`config.mk`:
```
export PLATFORM = sky130hd
export DESIGN_NAME = elevator_ctrl
export DESIGN_NICKNAME = d
export VERILOG_FILES = /design/src/rtl/elevator_pkg.sv /design/src/rtl/sync2.sv /design/src/rtl/elevator_ctrl.sv
export SDC_FILE = /design/constraint.sdc
export NUM_CORES = 1
export LEC_CHECK = 0
export ABC_AREA = 1
export BUFFER_PORTS_ARGS = -buffer_cell sky130_fd_sc_hd__buf_2
export CAP_MARGIN = 0
export CORE_ASPECT_RATIO = 0.8
export CORE_UTILIZATION = 40
export DETAILED_ROUTE_END_ITERATION = 16
export PLACE_DENSITY_LB_ADDON = 0.12
export SKIP_LAST_GASP = 1
export SLEW_MARGIN = 20
export SYNTH_ARGS = -nofsm -noshare
export SYNTH_HDL_FRONTEND = slang
export SYNTH_SLANG_ARGS = --single-unit
```
`constraint.sdc`:
```
create_clock -name clk -period 1.8 [get_ports clk]
set_input_delay 0 -clock clk [delete_from_list [all_inputs] [get_ports clk]]
set_output_delay 0 -clock clk [all_outputs]
set_load 0.01 [all_outputs]
```
`src/rtl/elevator_pkg.sv`:
```
// Shared definitions for the elevator controller: default floor count,
// floor-index width and the FSM state encoding.
package elevator_pkg;

  localparam int NUM_FLOORS_DEF = 4;

  // Width of a floor index; never zero, even for a single-floor build.
  function automatic int floorWidth(input int n);
    return (n > 1) ? $clog2(n) : 1;
  endfunction

  localparam int FLOOR_W = floorWidth(NUM_FLOORS_DEF);

  localparam logic [1:0] ST_IDLE   = 2'd0;
  localparam logic [1:0] ST_DOOR   = 2'd1;
  localparam logic [1:0] ST_MOVE   = 2'd2;
  localparam logic [1:0] ST_SETTLE = 2'd3;

endpackage

```
`src/rtl/sync2.sv`:
```
// Two-flop synchroniser for a single asynchronous level into the clk domain.
module sync2 (
  input  logic clk,
  input  logic reset,
  input  logic d,
  output logic q
);

  logic meta_q;
  logic sync_q;

  always_ff @(posedge clk or negedge reset) begin
    if (!reset) begin
      meta_q <= 1'b0;
      sync_q <= 1'b0;
    end else begin
      meta_q <= d;
      sync_q <= meta_q;
    end
  end

  assign q = sync_q;

endmodule

```
`src/rtl/elevator_ctrl.sv`:
```
// Single-car elevator controller: latches floor calls, serves them in the
// current travel direction first, and drives an external seconds counter.
module elevator_ctrl
  import elevator_pkg::*;
#(
  parameter int         NUM_FLOORS  = NUM_FLOORS_DEF,
  parameter logic [7:0] DOOR_SECS   = 8'd5,
  parameter logic [7:0] TRAVEL_SECS = 8'd3,
  localparam int        FW          = floorWidth(NUM_FLOORS)
) (
  input  logic                  clk,
  input  logic                  reset,
  input  logic [NUM_FLOORS-1:0] call_req,
  input  logic                  timer_done,
  output logic                  timer_en,
  output logic [7:0]            timer_seconds,
  output logic [FW-1:0]         cur_floor,
  output logic                  dir_up,
  output logic                  moving,
  output logic                  door_open,
  output logic [NUM_FLOORS-1:0] pending
);

  logic [1:0]            state_q, state_d;
  logic [FW-1:0]         floor_q, floor_d;
  logic                  dir_q, dir_d;
  logic [NUM_FLOORS-1:0] pend_q, pend_d;
  logic                  done_s;
  logic                  reqAbove, reqBelow;
  logic                  atTop, atBottom;

  sync2 u_sync (
    .clk   (clk),
    .reset (reset),
    .d     (timer_done),
    .q     (done_s)
  );

  always_comb begin
    reqAbove = 1'b0;
    reqBelow = 1'b0;
    for (int i = 0; i < NUM_FLOORS; i++) begin
      if (i > int'(floor_q)) reqAbove = reqAbove | pend_q[i];
      if (i < int'(floor_q)) reqBelow = reqBelow | pend_q[i];
    end
  end

  assign atTop    = (int'(floor_q) >= NUM_FLOORS - 1);
  assign atBottom = (floor_q == '0);

  // Clearing pending[cur_floor] on DOOR entry takes priority over a
  // simultaneous call; while the door is open that call is ignored.
  always_comb begin
    state_d = state_q;
    floor_d = floor_q;
    dir_d   = dir_q;
    pend_d  = pend_q | call_req;
    if (state_q == ST_DOOR) pend_d[floor_q] = 1'b0;
    case (state_q)
      ST_IDLE: begin
        if (pend_q[floor_q]) begin
          state_d         = ST_DOOR;
          pend_d[floor_q] = 1'b0;
        end else if (dir_q ? reqAbove : reqBelow) begin
          state_d = ST_MOVE;
        end else if (dir_q ? reqBelow : reqAbove) begin
          dir_d   = ~dir_q;
          state_d = ST_MOVE;
        end
      end
      ST_DOOR: begin
        if (done_s) state_d = ST_SETTLE;
      end
      ST_MOVE: begin
        if (done_s) begin
          if (dir_q && !atTop)         floor_d = floor_q + 1'b1;
          else if (!dir_q && !atBottom) floor_d = floor_q - 1'b1;
          state_d = ST_SETTLE;
        end
      end
      default: begin
        // SETTLE holds the counter enable low until the stale done clears.
        if (!done_s) state_d = ST_IDLE;
      end
    endcase
  end

  always_ff @(posedge clk or negedge reset) begin
    if (!reset) begin
      state_q <= ST_IDLE;
      floor_q <= '0;
      dir_q   <= 1'b1;
      pend_q  <= '0;
    end else begin
      state_q <= state_d;
      floor_q <= floor_d;
      dir_q   <= dir_d;
      pend_q  <= pend_d;
    end
  end

  assign timer_en      = (state_q == ST_DOOR) || (state_q == ST_MOVE);
  assign timer_seconds = (state_q == ST_DOOR) ? DOOR_SECS :
                         (state_q == ST_MOVE) ? TRAVEL_SECS : 8'd0;
  assign moving        = (state_q == ST_MOVE);
  assign door_open     = (state_q == ST_DOOR);
  assign cur_floor     = floor_q;
  assign dir_up        = dir_q;
  assign pending       = pend_q;

endmodule

```
**Word level (Yosys, flattened, before mapping)**

Cells that the tools add are included.

- Logic and storage cells: 72
- Bits of input ports: 7
- Output and inout port bits: 18
- Register bits after elaboration: 11

- Order comparisons: 9
- Add/subtract/negate cells: 2
- Bitwise logic cells: 11
- Equality and inequality tests: 5
- Reductions and logical operators: 14
- Muxes and demuxes: 25

Operators by type and width:

| cell | count |
|---|---|
| $mux W2 | 8 |
| $mux W4 | 3 |
| $mux W1 | 10 |
| $and A4 B4 Y4 | 2 |
| $reduce_and A3 Y1 | 2 |
| $gt A2 B2 Y1 const A | 2 |
| $logic_not A2 Y1 | 2 |
| $lt A1 B2 Y1 const A | 2 |
| $ne A4 B4 Y1 const B | 1 |
| $not A4 Y4 | 1 |
| $or A1 B1 Y1 | 4 |
| $or A4 B4 Y4 | 1 |
| $pmux W2 S2 | 1 |
| $reduce_and A4 Y1 | 1 |
| $logic_and A1 B1 Y1 | 3 |
| $logic_not A1 Y1 | 3 |
| $lt A2 B3 Y1 const B | 1 |
| $mux W3 | 1 |
| $ne A3 B3 Y1 const B | 1 |
| $not A1 Y1 | 3 |
| $add A2 B1 Y2 const B | 1 |
| $bmux W1 S2 | 1 |
| $demux W1 S2 | 1 |
| $eq A2 B1 Y1 const B | 1 |
| 10 further kinds | 10 |

**Depth between registers and ports, before layout**

Gate-level depths: netlist of run 1.

- Depth after elaboration: 11
- Gate-level depth with buffers: 12
- Gate-level depth less buffers: 12

**By module**

Synthesis of run 1 repeated with hierarchy kept, for this count alone.

- Cell total of the unflattened synthesis: 102
- Area, all modules: 815.8 µm²

Modules (own cells, without submodules):

| module | area an instance (µm²) | instances | cells an instance |
|---|---|---|---|
| elevator_ctrl | 765.7 | 1 | 100 |
| sync2 | 50.0 | 1 | 2 |

**Worst setup path after synthesis of run 1**

Ideal clock, no wire load.

- Kind: register to register
- Start: register floor_q[0], in the netlist cur_floor[0]
- End: register state_q[0]
- Stages on the path, launching flop included: 13
- Arrival: 1.397 ns
- Setup time: 0.117 ns
- Path slack: 0.286 ns
- Required time: 1.683 ns
- Period minus slack after synthesis: 1.514 ns
- Cell sequence: dfrtp_1 inv_2 ha_1 inv_1 nand3_2 inv_2 nor2_1 nor2_1 nor2_2 nand2_2 nand2_2 nand2_1 nand2_1

- Longest elaborated chain between the ends: 10
- Elaborated cells between the ends (all ways): 25
- Those cells by class: order compare: 6; eq/ne: 1; mux: 13; bitwise: 4; reduce/logical: 1

RTL lines:

| item | RTL line | text |
|---|---|---|
| start, declared | elevator_ctrl.sv:25 | `logic [FW-1:0] floor_q, floor_d;` |
| start signal, assigned | elevator_ctrl.sv:96 | `floor_q <= floor_d;` |
| $lt A1 B2 Y1 / $gt A1 B2 Y1 (equally long branches) | elevator_ctrl.sv:44, elevator_ctrl.sv:43 |  |
| $mux W1 (on tied branches) | elevator_ctrl.sv:44, elevator_ctrl.sv:43 |  |
| $or A1 B1 Y1 (on tied branches) | elevator_ctrl.sv:44, elevator_ctrl.sv:43 |  |
| $mux W1 (on tied branches) | elevator_ctrl.sv:44, elevator_ctrl.sv:43 |  |
| $or A1 B1 Y1 (on tied branches) | elevator_ctrl.sv:44, elevator_ctrl.sv:43 |  |
| $mux W1 (on tied branches) | elevator_ctrl.sv:44, elevator_ctrl.sv:43 |  |
| $mux W1 | elevator_ctrl.sv:64 | `end else if (dir_q ? reqAbove : reqBelow) begin` |
| $mux W2 | elevator_ctrl.sv:64 |  |
| $mux W2 | elevator_ctrl.sv:61 | `if (pend_q[floor_q]) begin` |
| $pmux W2 S2 | elevator_ctrl.sv:59 | `case (state_q)` |
| end signal, assigned | elevator_ctrl.sv:95 | `state_q <= state_d;` |
| end, declared | elevator_ctrl.sv:24 | `logic [1:0] state_q, state_d;` |

Several ways; a longest one is shown, not always the timed one. The select of a mux whose other input is x is not followed.
A chain may end at the register's enable or synchronous reset.

**Worst setup path in the final report of run 1**

- Start: register floor_q[0], in the netlist cur_floor[0]
- End: register state_q[1]

The elaborated chain is that of the path after synthesis.

==> results of run 1 <==
final timing paths:
kind | end | slack, ns | cells after the start | start
worst max-delay path | state_q[1] | 0.14 | 12 | cur_floor[0]
worst min-delay path | state_q[0] | 0.13 | 2 | reset
worst max register to register | state_q[1] | 0.14 | 12 | cur_floor[0]
worst min register to register | u_sync.q | 0.35 | 0 | u_sync.meta_q
max in group asynchronous | dir_up | 1.41 | 2 | reset
min in group clk | u_sync.q | 0.35 | 0 | u_sync.meta_q
metrics by stage:
stage / setup WS, ns / cell area (µm²) / instances / hold WS (ns)
2_1_floorplan: 0.2863 / 830.8 / 105 / -0.2956
3_3_place_gp: 0.2046 / 895.9 / 140 / -0.1119
3_5_place_dp: 0.1716 / 895.9 / 140 / -0.1098
4_1_cts: 0.1431 / 982.2 / 150 / 0.1233
5_1_grt: 0.01455 / 982.2 / 150 / 0.1531
6_report: 0.1445 / 982.2 / 150 / 0.1264
metal layers:
metal	vias to the layer above	share of wire (%)	track usage [%]
li1	352	-	-
met2	18	45	26.33
met4	0	0.49	3.158
met1	315	50	22.57
met3	2	4.7	7.609
met5	-	0	0
cells by family after synthesis:
family,synth area share [%]
simple gates,26.23
buf+inv,13.34
flops,33.90
compound gates,7.515
fa+ha+maj,15.34
xor+xnor,3.221
other cells,0.4597
cell usage in the layout (no fill, tap or decap), drive strengths merged:
cell type | Yosys | layout
nand2 | 24 | 24
buf | 8 | 19
inv | 13 | 13
nor2 | 11 | 11
ha | 10 | 10
dfrtp | 10 | 10
a21oi | 9 | 9
nand3 | 8 | 8
dlygate4sd3 | 0 | 6
conb | 1 | 5
clkbuf | 0 | 4
xor2 | 2 | 2
nand4 | 2 | 2
xnor2 | 1 | 1
o21ai | 1 | 1
dfstp | 1 | 1
power groups by stage:
stage	logic, µW	clock network (µW)	registers (µW)
floorplan	898	0	506
global placement	1160	0	500
detailed placement	1170	0	501
CTS	1180	182	499
global route	1330	193	516
finish	1180	167	498
worst max-delay path, delay by kind of cell, from the launching register on:
kind,cells,cell delay [ns]
buffers and inverters,3,0.25
AND/OR/NAND/NOR,8,0.55
adder cells (fa/ha/maj),1,0.24
flip-flops,1,0.51
final cells by class:
cell class	instances	area, µm²
Clock buffer	4	26.28
Timing Repair Buffer	25	155.1
Fill cell	186	909.6
Tap cell	24	30.03
Multi-Input combinational cell	73	445.4
Inverter	13	48.80
Sequential cell	11	276.5
registers in the layout, summed over array words and instances (netlist names):
signal and flops:
cur_floor 2, dir_up 1, pending 4, state_q 2
u_sync.meta_q 1, u_sync.q 1
==> results by group, run 1 <==
Power
  – P_sw: approximately 940 µW
  – Logic pwr share: approximately 64%
  – LEAKAGE: 0.0005202 µW
  – Final Power: 1848 µW
  – Peak supply drop: around 0.95 mV
  – Reg power frac: roughly 27%
  – Clk network pwr share: a little over 9%
  – Net Sw Frac: 50.74%
  – Power Internal: approximately 910 µW
  – Power density cells: 1881 mW/mm²

Yosys
  – Synth top area cells: dfrtp_1 (31%), ha_1 (15%), nand2_1 (8.7%)
  – Synth top cells by count: nand2_1 (19), dfrtp_1 (10), ha_1 (10), inv_1 (10), nor2_1 (10)
  – Post-synth EDFFs: 0
  – Area share of the largest cell type after synthesis: a little under a third
  – Synth unique cells: 19
  – Sequential fraction of the synthesis area: around 34%
  – Syn. warnings: 0
  – Post-synthesis area per instance: 8.077 µm²
  – Top_reg_cell synth: dfrtp_1
  – Most frequent cell after synthesis: nand2_1
  – Largest area contributor in the netlist: dfrtp_1
  – Register bit count reported by yosys: 11
  – Asr flop ratio synth: between 90% and 100%
  – Area of the mapped netlist: about 800 µm²
  – Synth Instances: between 100 and 150

Place
  – Buffers on Ports: 19
  – Final HPWL from detailed placement: around 1.3 mm
  – Routability cong.: a little under 0.8

STA
  – Final Max Tran Viols: 0
  – Sum Neg Setup Slack: 0 ns
  – Unrepaired setup endpoints after global routing: false
  – Clock Skew: roughly 0.0012 ns
  – Final Critical Period: ~1.7 ns
  – Hold Vio Cnt, Final: 0
  – Fmax: between 600 and 700 MHz
  – Final setup viols: 0
  – Final worst path period share: slightly above 90%

Worst setup path
  – Required time of the critical path: 1.96 ns
  – Crit path largest cell delay: between 0.5 and 0.6 ns
  – CP max FO: 8
  – Arr. time, crit path: 1.82 ns
  – Startpoint Class: flip-flop
  – Critical-path cell list: inv_2 -> ha_1 -> inv_1 -> nand3_2 -> inv_2 -> nor2_1 -> nor2_1 -> nor2_2 -> nand2_2 -> nand2_2 -> nand2_1 -> nand2_1
  – CP Capture Type: flip-flop
  – WS Path Type: reg2reg
  – CP max-delay cell: dfrtp_1

Min path
  – Worst min path class: in2async

Routing
  – Vias: between 600 and 700
  – Drt first pass iters: 4
  – Vias per cell: roughly 4.6
  – WL final: approximately 1.6 mm
  – WL/cell: between 10 and 15 µm
  – DR iter-0 viols: 13
  – Antenna Nets Post-Route: 0
  – DRC: 0

Global routing
  – First-pass GRT wire length: between 2 and 3 mm
  – Largest net degree at the start of global routing: 12
  – Initial antenna violation count: 0
  – Vias in the first global route: 601
  – GRT Total Usage: between 15 and 20%
  – Total gr overflow: 0

Clock tree
  – Clk buf depth: 2
  – Clock Pin Slew Worst Setup and Hold Paths: approximately 0.070 ns
  – Number of buffers created by CTS: 3
  – Post-CTS Setup Inserts: 0
  – H-tree levels: 1
  – CTS tree: built
  – CTS root buffer: clkbuf_4
  – # resized after CTS: 0
  – CTS Hold Bufs: 6
  – Clk_lat worst skew: 0.27 ns
  – Num Clock Sinks: 11

Cells and area
  – Final #Nets: approximately 140
  – Diode count: 0
  – Post-layout util: 51.92%
  – Area delta synth->final: 20.40%
  – Proportion of layout cells with a drive suffix above 1: between 20 and 30%

Floorplan
  – Die height: ~42 µm
  – Die X: approximately 52 µm
  – Core ar.: ~0.0019 mm²
  – Die Area: 0.002225 mm²
  – Initial Util: between 40% and 50%
  – IO Pins: 25
  – Rows: 14

Run status
  – Outcome: finished clean

Run
  – Count of maximum capacitance violations: 0
Power figures use the tool's default switching activity.
==> run 2, diff against run 1 <==
--- a/config.mk
+++ b/config.mk
@@ -9,6 +9,7 @@
 export BUFFER_PORTS_ARGS = -buffer_cell sky130_fd_sc_hd__buf_2
 export CAP_MARGIN = 0
 export CORE_ASPECT_RATIO = 0.8
+export CORE_MARGIN = 2
 export CORE_UTILIZATION = 40
 export DETAILED_ROUTE_END_ITERATION = 16
 export PLACE_DENSITY_LB_ADDON = 0.12
==> run 2 against run 1 <==
Final cell count stayed put. Utilization is 0.48 points lower. Cell area stayed put. First-iteration DRC count is 7.7% lower. Combinational power hardly changed. Sequential cell count stayed put. Non-clock buffer count stayed put. Routed wire length is 3.8% higher. Setup slack better by 0.027 ns. Power is 0.36% higher.
==> results by group, run 2 (synthesized netlist as in run 1, its figures left out) <==
Run status
  – Outcome: finished clean

STA
  – Fmax: 614.2 MHz (+1.7%)
  – Final worst path period share: 90.45% (-1.5 points)
  – Hold Vio Cnt, Final: 0 (unchanged)
  – Clock Skew: 0.001620 ns (+0.0004133 ns)
  – Final Max Tran Viols: 0 (unchanged)
  – Sum Neg Setup Slack: 0 ns (unchanged)
  – Final setup viols: 0 (unchanged)
  – Unrepaired setup endpoints after global routing: false
  – PnR worst setup slack: 0.1718 ns (+0.02733 ns)
  – Final Critical Period: 1.628 ns (-0.02733 ns)

Routing
  – WL final: 1.692 mm (+3.8%)
  – Vias per cell: 4.607 (+0.58%)
  – WL/cell: 11.28 µm (+3.8%)
  – Drt first pass iters: 5 (+1)
  – Vias: 691 (+0.58%)
  – DRC: 0 (unchanged)
  – Antenna Nets Post-Route: 0 (unchanged)
  – DR iter-0 viols: 12 (-1)

Clock tree
  – CTS root buffer: clkbuf_4
  – Num Clock Sinks: 11 (unchanged)
  – Number of buffers created by CTS: 3 (unchanged)
  – Clk buf depth: 2 (unchanged)
  – Clock Pin Slew Worst Setup and Hold Paths: 0.07 ns (about the same)
  – CTS tree: built
  – H-tree levels: 1 (unchanged)
  – Clk_lat worst skew: 0.27 ns (about the same)
  – # resized after CTS: 0 (unchanged)

Worst setup path
  – Startpoint Class: flip-flop
  – Critical-path cell list: inv_2 -> ha_1 -> inv_1 -> nand2_1 -> nand4_1 -> a21oi_4 -> nand2_2 -> nand3_1 -> nand2_1
  – Origin of the critical flop-to-flop path: cur_floor[0]
  – Worst path bufs/invs: 2 (-1)
  – CP Capture Type: flip-flop
  – Crit path largest cell delay: 0.48 ns (-0.03 ns)
  – Arr. time, crit path: 1.80 ns (-0.02 ns)
  – WS Path Type: reg2reg
  – Most used cell, CP: nand2_1
  – Top Family by Delay on Critical Path: flip-flops
  – CP max FO: 8 (unchanged)
  – Required time of the critical path: 1.97 ns (about the same)
  – CP max-delay cell: dfrtp_1
  – CP startpoint: cur_floor[0]

Run
  – Count of maximum capacitance violations: 0 (unchanged)

Power
  – Peak supply drop: 0.8818 mV (-7.5%)
  – Reg power frac: 26.9% (about the same)
  – LEAKAGE: 0.0005202 µW (unchanged)
  – Power density cells: 1888 mW/mm² (+0.36%)
  – Logic pwr share: 63.6% (-0.4 points)
  – Power Internal: 908.1 µW (-0.26%)
  – Final Power: 1855 µW (+0.36%)
  – Net Sw Frac: 51.04% (+0.30 points)
  – Clk network pwr share: 9.5% (+0.4 points)
  – P_sw: 946.5 µW (+0.96%)

Place
  – Dpl ws: 0.1849 ns (+0.01335 ns)
  – Routability cong.: 0.7656 (-1.4%)
  – Buffers on Ports: 19 (unchanged)
  – Final HPWL from detailed placement: 1.216 mm (-3.9%)
  – Placed cell count: 140 (unchanged)

Floorplan
  – Rows: 14 (unchanged)
  – Initial Util: 42.73% (-0.40 points)
  – Core ar.: 0.001909 mm² (+0.93%)
  – Die Area: 0.002419 mm² (+8.7%)
  – Die X: 54.49 µm (+3.8%)
  – IO Pins: 25 (unchanged)
  – Die height: 44.39 µm (+4.7%)

Cells and area
  – Number of flip-flops under the largest register name: 4 (unchanged)
  – Area delta synth->final: 20.40% (unchanged)
  – Diode count: 0 (unchanged)
  – Most frequent cells in the layout: nand2_1 (19), buf_2 (19)
  – Multi-input gate area: 445.4 µm² (unchanged)
  – Finished Layout Cells: 150 (unchanged)
  – Final #Nets: 144 (unchanged)
  – FILL cells: 185 (-0.54%)
  – FF/Latch Area: 276.5 µm² (unchanged)
  – Proportion of layout cells with a drive suffix above 1: 28.57% (unchanged)

Global routing
  – Largest net degree at the start of global routing: 12 (unchanged)
  – GRT Total Usage: 17.51% (+0.27 points)
  – First-pass GRT wire length: 2.918 mm (+7.6%)
  – Vias in the first global route: 684 (+14%)
  – Total gr overflow: 0 (unchanged)
  – Initial antenna violation count: 0 (unchanged)

Min path
  – Worst min path class: in2async
==> run 2: worst paths after layout <==
path                       slack (ns)  cells after the start         end
min                              0.13                      2  pending[2]
max reg2reg                      0.17                      9  state_q[1]
max in group asynchronous        1.40                      2      dir_up
min in group clk                 0.35                      0    u_sync.q
max                              0.17                      9  state_q[1]
min reg2reg                      0.35                      0    u_sync.q
==> run 2: timing repair <==
action,CTS,global route
hold endpoints to repair,16,0
setup endpoints to repair,0,0
buffers inserted,0,0
hold buffers,6,0
==> run 2: layout make-up <==
cell class	count	area share, %
Clock buffer	4	2.675
Sequential cell	11	28.15
Inverter	13	4.968
Multi-Input combinational cell	73	45.35
Tap cell	24	3.057
Timing Repair Buffer	25	15.80
==> run 2: power groups by stage <==
stage	Sequential (µW)	Combinational, µW	Clock [µW]
2_1_floorplan	506	898	0
3_3_place_gp	498	1160	0
3_5_place_dp	499	1160	0
4_1_cts	497	1180	180
5_1_grt	520	1340	189
6_report	500	1180	176
==> run 2: metrics by stage <==
step	utilization [%]	instance area [µm²]	hold WS (ns)
after global routing	51.44	982.2	0.1612
after floorplan	-	830.8	-0.2956
after detailed placement	46.92	895.9	-0.1092
after CTS	51.44	982.2	0.1304
after global placement	46.92	895.9	-0.1140
final	51.44	982.2	0.1281
==> run 2: worst register-to-register path: stages (launching register included) <==
cell and delay, ns:
dfrtp_1 0.48, inv_2 0.16, ha_1 0.18, inv_1 0.05
nand2_1 0.08, nand4_1 0.18, a21oi_4 0.19, nand2_2 0.08
nand3_1 0.08, nand2_1 0.05
==> run 2: metal layers <==
| metal | share of wire [%] | track usage, % |
|---|---|---|
| met5 | 0 | 0 |
| met3 | 5.3 | 8.446 |
| met1 | 49 | 22.74 |
| met4 | 2.7 | 7.000 |
| met2 | 43 | 24.82 |
